==> config.mk <==
export PLATFORM = sky130hd
export DESIGN_NAME = mem_port_responder
export DESIGN_NICKNAME = d
export VERILOG_FILES = /design/src/rtl/mem_port_responder.sv
export SDC_FILE = /design/constraint.sdc
export NUM_CORES = 1
export LEC_CHECK = 0
export ABC_AREA = 0
export ABC_CLOCK_PERIOD_IN_PS = 3980
export CORE_AREA = 2 2 104 106
export CTS_BUF_LIST = sky130_fd_sc_hd__clkbuf_16
export DETAILED_ROUTE_END_ITERATION = 8
export DIE_AREA = 0 0 106 108
export GPL_ROUTABILITY_DRIVEN = 0
export GPL_TIMING_DRIVEN = 1
export PLACE_DENSITY = 0.66
export SETUP_SLACK_MARGIN = 0.15
export SLEW_MARGIN = 20
export SYNTH_ARGS = -nofsm -noshare
export SYNTH_HDL_FRONTEND = slang
export SYNTH_SLANG_ARGS = --single-unit
==> constraint.sdc <==
create_clock -name clk -period 3.98 [get_ports clk]
set_input_delay 0.796 -clock clk [delete_from_list [all_inputs] [get_ports clk]]
set_output_delay 0.796 -clock clk [all_outputs]
set_load 0.01 [all_outputs]
==> src/rtl/mem_port_responder.sv <==
// Two-port SRAM responder: arbitrates a data port (A, read/write) and an instruction
// port (B, read-only) onto one asynchronous SRAM with a fixed strobe width per access.
module mem_port_responder #(
    parameter int unsigned WAIT_CYCLES = 2
) (
    input  logic        clk,
    input  logic        rst,
    // data port
    input  logic        Areq,
    input  logic        Awe,
    input  logic [15:0] Aaddr,
    input  logic [15:0] Awdata,
    output logic [15:0] Ardata,
    output logic        Aack,
    // instruction port
    input  logic        Breq,
    input  logic [15:0] Baddr,
    output logic [15:0] Brdata,
    output logic        Back,
    output logic        busy,
    // external SRAM
    output logic [15:0] sram_addr,
    output logic [15:0] sram_wdata,
    output logic        sram_wdata_en,
    input  logic [15:0] sram_rdata,
    output logic        sram_ce_n,
    output logic        sram_oe_n,
    output logic        sram_we_n
);

    typedef enum logic [1:0] {
        StIdle,
        StAccA,
        StAccB,
        StRecover
    } state_e;

    localparam logic [3:0] CntLoad = 4'(WAIT_CYCLES - 1);

    state_e      state_q, state_d;
    logic [3:0]  cnt_q, cnt_d;
    logic        last_b_q, last_b_d;
    logic        sel_b_q, sel_b_d;
    logic        we_q, we_d;
    logic [15:0] addr_q, addr_d;
    logic [15:0] wdata_q, wdata_d;
    logic [15:0] ardata_q, ardata_d;
    logic [15:0] brdata_q, brdata_d;
    logic        grant_a, grant_b;
    logic        acc_d, hold_d;

    logic        aack_q, back_q, busy_q;
    logic        ce_n_q, oe_n_q, we_n_q, wdata_en_q;

    always_comb begin
        state_d  = state_q;
        cnt_d    = cnt_q;
        last_b_d = last_b_q;
        sel_b_d  = sel_b_q;
        we_d     = we_q;
        addr_d   = addr_q;
        wdata_d  = wdata_q;
        ardata_d = ardata_q;
        brdata_d = brdata_q;
        // On a tie the port that was not served last wins.
        grant_a  = Areq && (!Breq || last_b_q);
        grant_b  = Breq && (!Areq || !last_b_q);

        unique case (state_q)
            StIdle: begin
                if (grant_a) begin
                    state_d = StAccA;
                    cnt_d   = CntLoad;
                    sel_b_d = 1'b0;
                    we_d    = Awe;
                    addr_d  = Aaddr;
                    wdata_d = Awdata;
                end else if (grant_b) begin
                    state_d = StAccB;
                    cnt_d   = CntLoad;
                    sel_b_d = 1'b1;
                    we_d    = 1'b0;
                    addr_d  = Baddr;
                end
            end
            StAccA, StAccB: begin
                if (cnt_q == 4'd0) begin
                    state_d  = StRecover;
                    last_b_d = sel_b_q;
                    if (!we_q) begin
                        if (sel_b_q) brdata_d = sram_rdata;
                        else         ardata_d = sram_rdata;
                    end
                end else begin
                    cnt_d = cnt_q - 4'd1;
                end
            end
            StRecover: begin
                state_d = StIdle;
            end
            default: begin
                state_d = StIdle;
            end
        endcase

        acc_d  = (state_d == StAccA) || (state_d == StAccB);
        // Write data stays driven through RECOVER for SRAM hold time.
        hold_d = acc_d || (state_d == StRecover);
    end

    always_ff @(posedge clk or posedge rst) begin
        if (rst) begin
            state_q    <= StIdle;
            cnt_q      <= 4'd0;
            last_b_q   <= 1'b1;
            sel_b_q    <= 1'b0;
            we_q       <= 1'b0;
            addr_q     <= 16'h0000;
            wdata_q    <= 16'h0000;
            ardata_q   <= 16'h0000;
            brdata_q   <= 16'h0000;
            aack_q     <= 1'b0;
            back_q     <= 1'b0;
            busy_q     <= 1'b0;
            ce_n_q     <= 1'b1;
            oe_n_q     <= 1'b1;
            we_n_q     <= 1'b1;
            wdata_en_q <= 1'b0;
        end else begin
            state_q    <= state_d;
            cnt_q      <= cnt_d;
            last_b_q   <= last_b_d;
            sel_b_q    <= sel_b_d;
            we_q       <= we_d;
            addr_q     <= addr_d;
            wdata_q    <= wdata_d;
            ardata_q   <= ardata_d;
            brdata_q   <= brdata_d;
            aack_q     <= (state_d == StRecover) && !sel_b_d;
            back_q     <= (state_d == StRecover) && sel_b_d;
            busy_q     <= (state_d != StIdle);
            ce_n_q     <= !acc_d;
            oe_n_q     <= !(acc_d && !we_d);
            we_n_q     <= !(acc_d && we_d);
            wdata_en_q <= hold_d && we_d;
        end
    end

    assign Ardata        = ardata_q;
    assign Brdata        = brdata_q;
    assign Aack          = aack_q;
    assign Back          = back_q;
    assign busy          = busy_q;
    assign sram_addr     = addr_q;
    assign sram_wdata    = wdata_q;
    assign sram_wdata_en = wdata_en_q;
    assign sram_ce_n     = ce_n_q;
    assign sram_oe_n     = oe_n_q;
    assign sram_we_n     = we_n_q;

endmodule

# Word-level counts from Yosys, hierarchy flattened

Cells that the tools add are included.

Output and inout port bits: 71
Register bits after elaboration: 80
Bits of input ports: 69
Word-level logic and storage cells: 74

Equal/unequal tests: 8
Add/subtract/negate cells: 1
Bitwise operators: 2
Reductions and logical operators: 31
Multiplexer cells: 16

Operators with widths:

| operator              | number |
|---|---|
| $mux W16              | 2 |
| $mux W4               | 3 |
| $eq A2 B2 Y1 const B  | 4 |
| $logic_not A1 Y1      | 8 |
| $pmux W4 S2           | 1 |
| $reduce_and A4 Y1     | 2 |
| $logic_and A1 B1 Y1   | 7 |
| $mux W1               | 6 |
| $mux W2               | 3 |
| $pmux W2 S3           | 1 |
| $reduce_and A2 Y1     | 3 |
| $reduce_bool A2 Y1    | 3 |
| $eq A2 B1 Y1 const B  | 2 |
| $logic_not A4 Y1      | 1 |
| $logic_or A1 B1 Y1    | 4 |
| $sub A4 B1 Y4 const B | 1 |
| $ne A3 B3 Y1 const B  | 1 |
| $reduce_and A3 Y1     | 1 |
| $logic_not A2 Y1      | 1 |
| $ne A2 B2 Y1 const B  | 1 |
| $not A1 Y1            | 2 |
| $reduce_or A2 Y1      | 1 |

# Longest topological paths before layout

Gate-level depths: netlist (run 1).

Word-level depth: 10
Mapped depth: 9
Gate-level depth less buffers: 7

# Worst setup path after synthesis (run 1)

OpenSTA, ideal clock, no wires.

Kind: input to register
Start: input Breq
End: register oe_n_q (netlist: sram_oe_n)
Data required time: 3896 ps
Setup slack: 1786 ps
Stages on the path: 8
Arrival: 2110 ps
Cells stage by stage: buf_4 > nand2b_2 > buf_6 > and2_4 > buf_6 > or3_1 > ha_1 > nand2_1

Word-level cells in the longest chain between the ends: 9
Elaborated cells between the ends (all ways): 16

RTL lines:

| element                                             | RTL line | RTL |
|---|---|---|
| from (decl)                                         | 16       | `input logic Breq,` |
| $logic_not A1 Y1                                    | 66       | `grant_a = Areq && (!Breq \|\| last_b_q);` |
| $logic_or A1 B1 Y1                                  | 66       |  |
| $logic_and A1 B1 Y1                                 | 66       |  |
| $mux W2                                             | 71       | `if (grant_a) begin` |
| $pmux W2 S3                                         | 69       | `unique case (state_q)` |
| $eq A2 B1 Y1 / $eq A2 B2 Y1 (equally long branches) | 106      | `acc_d = (state_d == StAccA) \|\| (state_d == StAccB);` |
| $logic_or A1 B1 Y1                                  | 106      |  |
| $logic_and A1 B1 Y1 (*)                             | 143      | `oe_n_q <= !(acc_d && !we_d);` |
| $logic_not A1 Y1 (*)                                | 143      |  |
| to (signal assigned)                                | 143      |  |
| to (decl)                                           | 53       | `logic ce_n_q, oe_n_q, we_n_q, wdata_en_q;` |

Mark *: on every way between the ends. The rest lies on a longest branch, timed or not.
A chain may end at the register's enable or synchronous reset.

# Worst setup path in the final report (run 1)

Same ends and word-level chain as after synthesis.

==> results of run 1 <==
power by group:
group / total [mW] / switching [mW] / leakage (nW) / internal (mW)
clock: 0.865 / 0.315 / 0.151 / 0.550
combinational: 2.03 / 0.835 / 1.17 / 1.19
sequential: 1.47 / 0.233 / 0.935 / 1.24
total: 4.36 / 1.38 / 2.25 / 2.98
worst register-to-register path, cell delays in order (launching register included):
cell      delay, ns
dfrtp_1        0.36
inv_1          0.05
ha_1           0.43
and4bb_1       0.27
nand2_2        0.41
mux2_2         0.41
cells in the final DEF, fill, tap and decap left out, types with 2 or more instances in the layout:
cell / Yosys / final
clkdlybuf4s50_1: 0 / 139
dfrtp_1: 76 / 76
mux2_2: 29 / 29
o21ai_0: 20 / 20
mux2_4: 20 / 20
nor2_1: 19 / 19
a21oi_1: 19 / 19
a31oi_1: 16 / 16
clkbuf_16: 0 / 9
inv_1: 9 / 8
ha_1: 6 / 6
nand2_1: 4 / 4
nand3b_1: 4 / 4
dfstp_2: 4 / 4
nor3b_1: 3 / 3
nor3_1: 3 / 3
o211ai_1: 3 / 3
nand2b_1: 3 / 3
and2_1: 2 / 2
and2b_1: 2 / 2
nand3_1: 2 / 2
or3_1: 2 / 2
clkinv_2: 0 / 2
bufinv_16: 0 / 2
clkinvlp_4: 0 / 2
stage by stage:
step                      worst slack (ns)  power (mW)
after floorplan                       1.14        2.55
after global placement                1.12        3.49
after detailed placement              1.07        3.53
after CTS                             1.42        4.43
after global routing                  1.30        4.66
final                                 1.42        4.36
synthesized netlist by cell type, types with 4 or more instances:
| master | instances |
|---|---|
| o21ai_0 | 20 |
| dfstp_2 | 4 |
| nor2_1 | 19 |
| ha_1 | 6 |
| a31oi_1 | 16 |
| dfrtp_1 | 76 |
| a21oi_1 | 19 |
| nand3b_1 | 4 |
| mux2_4 | 20 |
| buf_6 | 6 |
| inv_1 | 9 |
| nand2_1 | 4 |
| clkbuf_1 | 5 |
| mux2_2 | 29 |
cell families (layout without fill, tap and decap cells):
kind of cell	count (synthesis)	count (layout)	synth area share
AOI/OAI and AO/OA	63	63	0.103
adders and majority gates	6	6	0.0213
buffers and inverters	24	166	0.0405
DFF	80	80	0.570
muxes	49	49	0.178
and+or+nand+nor	52	52	0.0871
per-layer routing:
layer	routed length [µm]	track usage	up-vias
met4	25	0.0310	0
met2	3840	0.229	110
li1	-	-	1249
met3	638	0.0585	2
met5	0	0	-
met1	3880	0.192	1275
area by class of cell:
| cell class | instances | share of cell area |
|---|---|---|
| clock buffer | 9 | 0.0423 |
| sequential | 80 | 0.377 |
| inverter | 9 | 0.00658 |
| timing repair buffer | 141 | 0.267 |
| clock inverter | 7 | 0.0179 |
| multi-input combinational | 170 | 0.257 |
| tap | 136 | 0.0320 |
flip-flops by register name, summed over array words and instances, names as in the netlist, 2 cells and up:
signal      count
Ardata         16
Brdata         16
cnt_q           4
sram_addr      16
sram_wdata     16
state_q         2
worst min path at each step:
stage,start,end,slack [ns]
after global placement,Ardata[11],Ardata[11],0.49
final,Brdata[11],Brdata[11],0.50
after global routing,Ardata[15],Ardata[15],0.52
after CTS,Ardata[15],Ardata[15],0.51
after detailed placement,Ardata[15],Ardata[15],0.49
after floorplan,cnt_q[1],cnt_q[1],0.53
==> run_results.csv, run 1 <==
group,metric,value,unit
cells_and_area,utilization,0.520,
floorplanning,die_x,106,µm
setup_path,critPathMaxFanout,20,
setup_path,endpoint,"sram_oe_n",
floorplanning,start_util,0.344,
cells_and_area,nFillCells,895,
cells_and_area,nets,486,
sta,final.setup_skew,0.00709,ns
placement,placed_area,5000,µm²
placement,io_buffers,139,
min_path,hp-class,"reg -> reg",
detailed_routing,ant_nets,0,
sta,finalMaxSlewViolations,0,
setup_path,regToRegEndpoint,"Brdata[10]",
setup_path,r2r-start,"state_q[1]",
synthesis,yosysUniqueCellTypes,37,
synthesis,synth_area_leader_cell,"dfrtp_1",
sta,setup_violations,0,
cells_and_area,layoutNonFillerInstCount,552,
cells_and_area,multi_input_area,1370,µm²
setup_path,start_kind,"input pin",
synthesis,yosys_warnings,0,
sta,slew-limit-headroom,0.549,
setup_path,max_stage_delay,0.61,ns
setup_path,endpoint_kind,"register",
cells_and_area,layout-drive-gt1-share,0.188,
detailed_routing,detail_route.wl_per_cell,15.2,µm
global_route,gr-total-overflow,0,
floorplanning,die-area,11400,µm²
sta,rsz0062_at_grt,"no",
status,status,"finished, final reports clean",
clock_network,clk_pin_slew,0.06,ns
clock_network,cts_setup_buffers,0,
floorplanning,core,10200,µm²
cells_and_area,area_growth,51.2,%
detailed_routing,viasPerCell,4.78,
power,pwr_density_cell,820,nW/µm²
detailed_routing,vias,2636,
min_path,hold_depth,1,
detailed_routing,wl,8380,µm
synthesis,async_flop_share,1.00,
global_route,antenna_found_initial,0,
setup_path,rr_worst_depth,5,
clock_network,cts_htree_levels,3,
clock_network,cts-root-buf,"clkbuf_16",
sta,hold_violations,0,
clock_network,clockBufferDepth,2,
synthesis,synth_top_area_share,0.540,
clock_network,hold_buffers,0,
global_route,grt_util_all_layers,0.146,
synthesis,ys_ff_latch,80,
detailed_routing,drt_iter0_drc,98,
clock_network,cts_tree,"yes",
synthesis,synth_area_leaders,"dfrtp_1 54%, mux2_2 9.3%, mux2_4 8.5%, dfstp_2 3.0%, a31oi_1 2.8%",
clock_network,cts_sinks,80,
setup_path,worstSetupPathType,"in -> reg",
clock_network,tritoncts.num_buffers,9,
setup_path,cp.depth,6,
synthesis,synth_nets,349,
global_route,grt_pass1_vias,2627,
power,p_leak,2.25,nW
sta,holdWs,0.502,ns
power,ir_worst_vdd,0.350,mV
setup_path,critPathTopFamily,"simple AND/OR/NAND/NOR gates",
clock_network,clk_latency,0.32,ns
placement,hpwlAfterDp,5960,µm
sta,fin_tns_setup,0,ns
cells_and_area,num_antenna_cells,0,
cells_and_area,design_area,5320,µm²
sta,fmax,0.390,GHz
synthesis,ys.flop_type,"dfrtp_1",
detailed_routing,dr.pass1.iters,4,
sta,period_needed,2.56,ns
setup_path,crit_slowest_cell,"clkdlybuf4s50_1",
floorplanning,num_rows,37,
synthesis,synth-seq-area-share,0.570,
synthesis,avgSynthCellArea,12.8,µm²
sta,min_period_over_period,0.644,
setup_path,cp_num_buf_inv,1,
clock_network,post_cts_resize_count,0,
global_route,grt_start_max_net_pins,81,
global_route,grt_pass1_wl,13100,µm
placement,dp_cells,536,
setup_path,path_cells,"clkdlybuf4s50_1, nand2b_2, and2_4, or3_1, ha_1, nand2_1",
setup_path,rrSetupSlack,1.93,ns
setup_path,arrival,2.80,ns
flow_run,maxCapViolations,0,
floorplanning,fp.dieH,108,µm
sta,worstMarginPinSlew,0.676,ns
floorplanning,ioPinCount,140,
setup_path,cp.required,4.22,ns
setup_path,startpoint,"Breq",
cells_and_area,register_area,2010,µm²
synthesis,syn_area,3520,µm²
detailed_routing,drc,0,
synthesis,synthCells,274,
synthesis,synth_edf_count,0,
No activity file was read; power rests on OpenSTA's default activity.
==> run 2, diff against run 1 <==
--- a/config.mk
+++ b/config.mk
@@ -6,14 +6,14 @@
 export NUM_CORES = 1
 export LEC_CHECK = 0
 export ABC_AREA = 0
-export ABC_CLOCK_PERIOD_IN_PS = 3980
+export ABC_CLOCK_PERIOD_IN_PS = 2250
 export CORE_AREA = 2 2 104 106
 export CTS_BUF_LIST = sky130_fd_sc_hd__clkbuf_16
 export DETAILED_ROUTE_END_ITERATION = 8
 export DIE_AREA = 0 0 106 108
 export GPL_ROUTABILITY_DRIVEN = 0
 export GPL_TIMING_DRIVEN = 1
-export PLACE_DENSITY = 0.66
+export PLACE_DENSITY = 0.68
 export SETUP_SLACK_MARGIN = 0.15
 export SLEW_MARGIN = 20
 export SYNTH_ARGS = -nofsm -noshare
==> constraint.sdc (replaced) <==
create_clock -name clk -period 2.25 [get_ports clk]
set_input_delay 0.45 -clock clk [delete_from_list [all_inputs] [get_ports clk]]
set_output_delay 0.45 -clock clk [all_outputs]
set_load 0.01 [all_outputs]
==> run_results.csv, run 2 (synthesis gave the netlist of run 1 again) <==
group,metric,value,unit
setup_path,endpoint_kind,"register",
clock_network,cts-root-buf,"clkbuf_16",
sta,fin_ws,0.272,ns
cells_and_area,nets,493,
placement,post-place-ws,0.123,ns
detailed_routing,drc,0,
setup_path,regToRegEndpoint,"sram_oe_n",
setup_path,max_stage_delay,0.39,ns
global_route,gr-total-overflow,0,
clock_network,clockBufferDepth,2,
clock_network,clk_latency,0.32,ns
setup_path,endpoint,"sram_oe_n",
setup_path,r2r-start,"state_q[1]",
global_route,grt_util_met2,0.248,
detailed_routing,ant_nets,0,
clock_network,hold_buffers,0,
power,pwr_density_cell,1450,nW/µm²
setup_path,startpoint,"state_q[1]",
sta,min_period_over_period,0.879,
cells_and_area,nFillCells,891,
clock_network,cts_tree,"yes",
setup_path,critPathMaxFanout,10,
setup_path,start_kind,"register",
power,ir_worst_vdd,0.662,mV
status,status,"finished, final reports clean",
cells_and_area,layout_commonest_cell,"clkdlybuf4s50_1",
floorplanning,die-area,11400,µm²
detailed_routing,dr.pass1.iters,4,
cells_and_area,layout-drive-gt1-share,0.201,
placement,io_buffers,139,
sta,final.setup_skew,0.00539,ns
cells_and_area,final_cell_mix,"139 x clkdlybuf4s50_1, 76 x dfrtp_1, 29 x mux2_2, 20 x o21ai_0, 20 x mux2_4",
sta,finalMaxSlewViolations,0,
setup_path,rr_worst_depth,7,
setup_path,cp_common_cell,"ha_1",
detailed_routing,viasPerCell,4.87,
detailed_routing,vias,2723,
sta,hold_violations,0,
floorplanning,die_x,106,µm
detailed_routing,drt_iter0_drc,101,
setup_path,crit_slowest_cell,"or3_1",
power,p_leak,2.28,nW
setup_path,path_cells,"inv_1, ha_1, and2_1, and2_4, or3_1, ha_1, nand2_1",
placement,hpwlAfterDp,6150,µm
clock_network,cts_htree_levels,3,
floorplanning,ioPinCount,140,
setup_path,arrival,2.23,ns
global_route,grt_pass1_vias,2767,
floorplanning,core,10200,µm²
sta,slew-limit-headroom,0.593,
floorplanning,num_rows,37,
setup_path,cp.required,2.50,ns
floorplanning,start_util,0.344,
cells_and_area,register_area,2010,µm²
power,power,7.77,mW
floorplanning,fp.dieH,108,µm
global_route,grt_util_all_layers,0.152,
global_route,grt_busiest_layer,"met2",
clock_network,clk_pin_slew,0.06,ns
clock_network,cts_sinks,80,
global_route,antenna_found_initial,0,
sta,rsz0062_at_grt,"no",
clock_network,tritoncts.num_buffers,9,
detailed_routing,wl,8750,µm
global_route,grt_pass1_wl,13700,µm
sta,setup_violations,0,
setup_path,worstSetupPathType,"reg -> reg",
flow_run,maxCapViolations,0,
min_path,hp-class,"reg -> reg",
cells_and_area,multi_input_area,1370,µm²
clock_network,cts_setup_buffers,0,
detailed_routing,detail_route.wl_per_cell,15.7,µm
setup_path,rrSetupSlack,0.27,ns
cells_and_area,num_antenna_cells,0,
clock_network,post_cts_resize_count,0,
global_route,grtUsageMet3,0.0398,
global_route,grt_start_max_net_pins,81,
sta,worstMarginPinSlew,0.609,ns
cells_and_area,area_growth,52.6,%
sta,fin_tns_setup,0,ns
sta,period_needed,1.98,ns
sta,fmax,0.506,GHz
sta,holdWs,0.503,ns
global_route,use_met1,0.199,
[run 2: per-layer routing]
layer | vias to the layer above | routed length [µm]
met5 | - | 0
met2 | 110 | 4130
met4 | 0 | 72
met1 | 1338 | 3930
met3 | 7 | 619
li1 | 1268 | -
[run 2: worst min path at each step]
stage	from	endpoint	cells past startpoint
floorplan	cnt_q[1]	cnt_q[1]	2
global placement	Ardata[13]	Ardata[13]	1
detailed placement	Ardata[5]	Ardata[5]	1
CTS	Ardata[5]	Ardata[5]	1
global route	sram_wdata[14]	sram_wdata[14]	1
finish	Ardata[5]	Ardata[5]	1
[run 2: worst max-delay path, delay by kind of cell (launching register included)]
family	cells	cell delay, ns
and+or+nand+nor	4	0.86
adders and majority gates	2	0.63
DFF	1	0.37
buffers and inverters	1	0.05
[run 2: layout make-up]
class / instances / share of cell area
clock inverter: 7 / 0.0147
timing repair buffer: 148 / 0.276
clock buffer: 9 / 0.0419
inverter: 9 / 0.00699
sequential: 80 / 0.374
tap: 136 / 0.0317
multi-input combinational: 170 / 0.255
[run 2: through the flow]
step	cell area (µm²)	instances	util
finish	5370	559	0.525
global route	5370	559	0.525
CTS	5370	559	0.525
detailed placement	5070	543	0.495
global placement	5070	543	0.495
floorplan	3520	274	-
[run 2: power by group]
part           switching [mW]  leakage [nW]  total (mW)  internal (mW)
Clock                   0.604         0.146        1.48          0.871
Sequential              0.416         0.935        2.60           2.18
Combinational            1.51          1.20        3.70           2.19
Total                    2.53          2.28        7.77           5.24
==> run 3, diff against run 2 <==
--- a/config.mk
+++ b/config.mk
@@ -7,13 +7,13 @@
 export LEC_CHECK = 0
 export ABC_AREA = 0
 export ABC_CLOCK_PERIOD_IN_PS = 2250
-export CORE_AREA = 2 2 104 106
+export CORE_AREA = 2 2 98 100
 export CTS_BUF_LIST = sky130_fd_sc_hd__clkbuf_16
 export DETAILED_ROUTE_END_ITERATION = 8
-export DIE_AREA = 0 0 106 108
+export DIE_AREA = 0 0 100 102
 export GPL_ROUTABILITY_DRIVEN = 0
 export GPL_TIMING_DRIVEN = 1
-export PLACE_DENSITY = 0.68
+export PLACE_DENSITY = 0.75
 export SETUP_SLACK_MARGIN = 0.15
 export SLEW_MARGIN = 20
 export SYNTH_ARGS = -nofsm -noshare
==> run_results.csv, run 3 (synthesis gave the netlist of run 1 again) <==
group,metric,value,unit
detailed_routing,vias,2742,
floorplanning,fp.dieH,102,µm
setup_path,endpoint_kind,"register",
global_route,gr-total-overflow,0,
cells_and_area,register_area,2010,µm²
clock_network,clk_latency,0.33,ns
clock_network,clockBufferDepth,2,
detailed_routing,drc,0,
sta,fmax,0.527,GHz
floorplanning,start_util,0.386,
floorplanning,num_rows,35,
global_route,antenna_found_initial,0,
clock_network,cts_htree_levels,3,
setup_path,path_cells,"inv_1, ha_1, and2b_1, a221oi_1, or3_1, ha_1, nand2_1",
floorplanning,ioPinCount,140,
sta,fin_tns_setup,0,ns
cells_and_area,num_antenna_cells,0,
power,power,7.83,mW
min_path,hp-class,"reg -> reg",
clock_network,post_cts_resize_count,0,
setup_path,max_stage_delay,0.39,ns
detailed_routing,ant_nets,0,
placement,hpwlAfterDp,6590,µm
clock_network,cts_sinks,80,
setup_path,critPathMaxFanout,4,
sta,period_needed,1.90,ns
global_route,grt_pass1_wl,14300,µm
cells_and_area,nFillCells,759,
global_route,grt_pass1_vias,2863,
clock_network,hold_buffers,0,
setup_path,arrival,2.15,ns
detailed_routing,drt_iter0_drc,99,
cells_and_area,layout-drive-gt1-share,0.209,
setup_path,cp_num_buf_inv,1,
floorplanning,die-area,10200,µm²
sta,final.setup_skew,0.0114,ns
setup_path,crit_slowest_cell,"dfrtp_1",
clock_network,cts_tree,"yes",
global_route,grt_start_max_net_pins,31,
setup_path,critPathTopFamily,"simple AND/OR/NAND/NOR gates",
clock_network,cts-root-buf,"clkbuf_16",
detailed_routing,viasPerCell,5.11,
setup_path,cp.required,2.50,ns
clock_network,clk_pin_slew,0.07,ns
cells_and_area,final_cell_mix,"139 x clkdlybuf4s50_1, 76 x dfrtp_1, 29 x mux2_2, 20 x o21ai_0, 20 x mux2_4",
setup_path,start_kind,"register",
sta,slew-limit-headroom,0.623,
setup_path,worstSetupPathType,"reg -> reg",
sta,min_period_over_period,0.843,
power,p_leak,2.30,nW
detailed_routing,wl,9020,µm
placement,io_buffers,139,
global_route,grt_util_all_layers,0.180,
sta,worstMarginPinSlew,0.564,ns
cells_and_area,nets,496,
detailed_routing,detail_route.wl_per_cell,16.8,µm
clock_network,cts_setup_buffers,0,
power,ir_worst_vdd,0.679,mV
sta,finalMaxSlewViolations,0,
flow_run,maxCapViolations,0,
cells_and_area,layout_commonest_cell,"clkdlybuf4s50_1",
status,status,"finished, final reports clean",
cells_and_area,utilization,0.588,
sta,setup_violations,0,
power,pwr_density_cell,1460,nW/µm²
sta,holdWs,0.504,ns
floorplanning,die_x,100,µm
setup_path,cp_common_cell,"ha_1",
cells_and_area,area_growth,52.3,%
sta,hold_violations,0,
sta,rsz0062_at_grt,"no",
clock_network,tritoncts.num_buffers,9,
cells_and_area,multi_input_area,1370,µm²
floorplanning,core,9110,µm²
detailed_routing,dr.pass1.iters,4,
run 3: changes by cell type in the layout (fill, tap and decap cells not counted), sizes merged:
cell / change
inv: +2
clkinv: -2
buf: +3
run 3: per-stage QoR:
step	setup slack, ns	area [µm²]	instances
2_1_floorplan	0.306	3520	274
3_3_place_gp	0.163	5050	521
3_5_place_dp	0.146	5050	521
4_1_cts	0.352	5360	537
5_1_grt	0.237	5360	537
6_report	0.353	5360	537
run 3: path summary, 6_finish.rpt:
path,start,slack [ns],to,cells after the start
max in group asynchronous,rst,1.12,last_b_q,3
min in group asynchronous,rst,0.53,sram_addr[7],2
worst max-delay path,cnt_q[0],0.35,sram_we_n,7
worst min register to register,sram_wdata[12],0.50,sram_wdata[12],1
worst max register to register,cnt_q[0],0.35,sram_we_n,7
worst min-delay path,sram_wdata[12],0.50,sram_wdata[12],1
run 3: routing by layer:
layer  routed length (µm)  track usage
met5                    0            0
met4                  104       0.0601
met3                  774       0.0575
met2                 4350        0.299
met1                 3790        0.223
run 3: area by class of cell:
| type | instances | share of cell area |
|---|---|---|
| flip-flops and latches | 80 | 0.375 |
| repair buffers | 151 | 0.279 |
| multi-input cells | 170 | 0.256 |
| clock buffers | 9 | 0.0420 |
| well taps | 111 | 0.0259 |
| clock inverters | 7 | 0.0161 |
| inverters | 9 | 0.00700 |
run 3: power by group:
| part | switching [mW] | internal [mW] |
|---|---|---|
| combinational | 1.55 | 2.18 |
| clock | 0.625 | 0.885 |
| sequential | 0.407 | 2.18 |
| total | 2.58 | 5.25 |
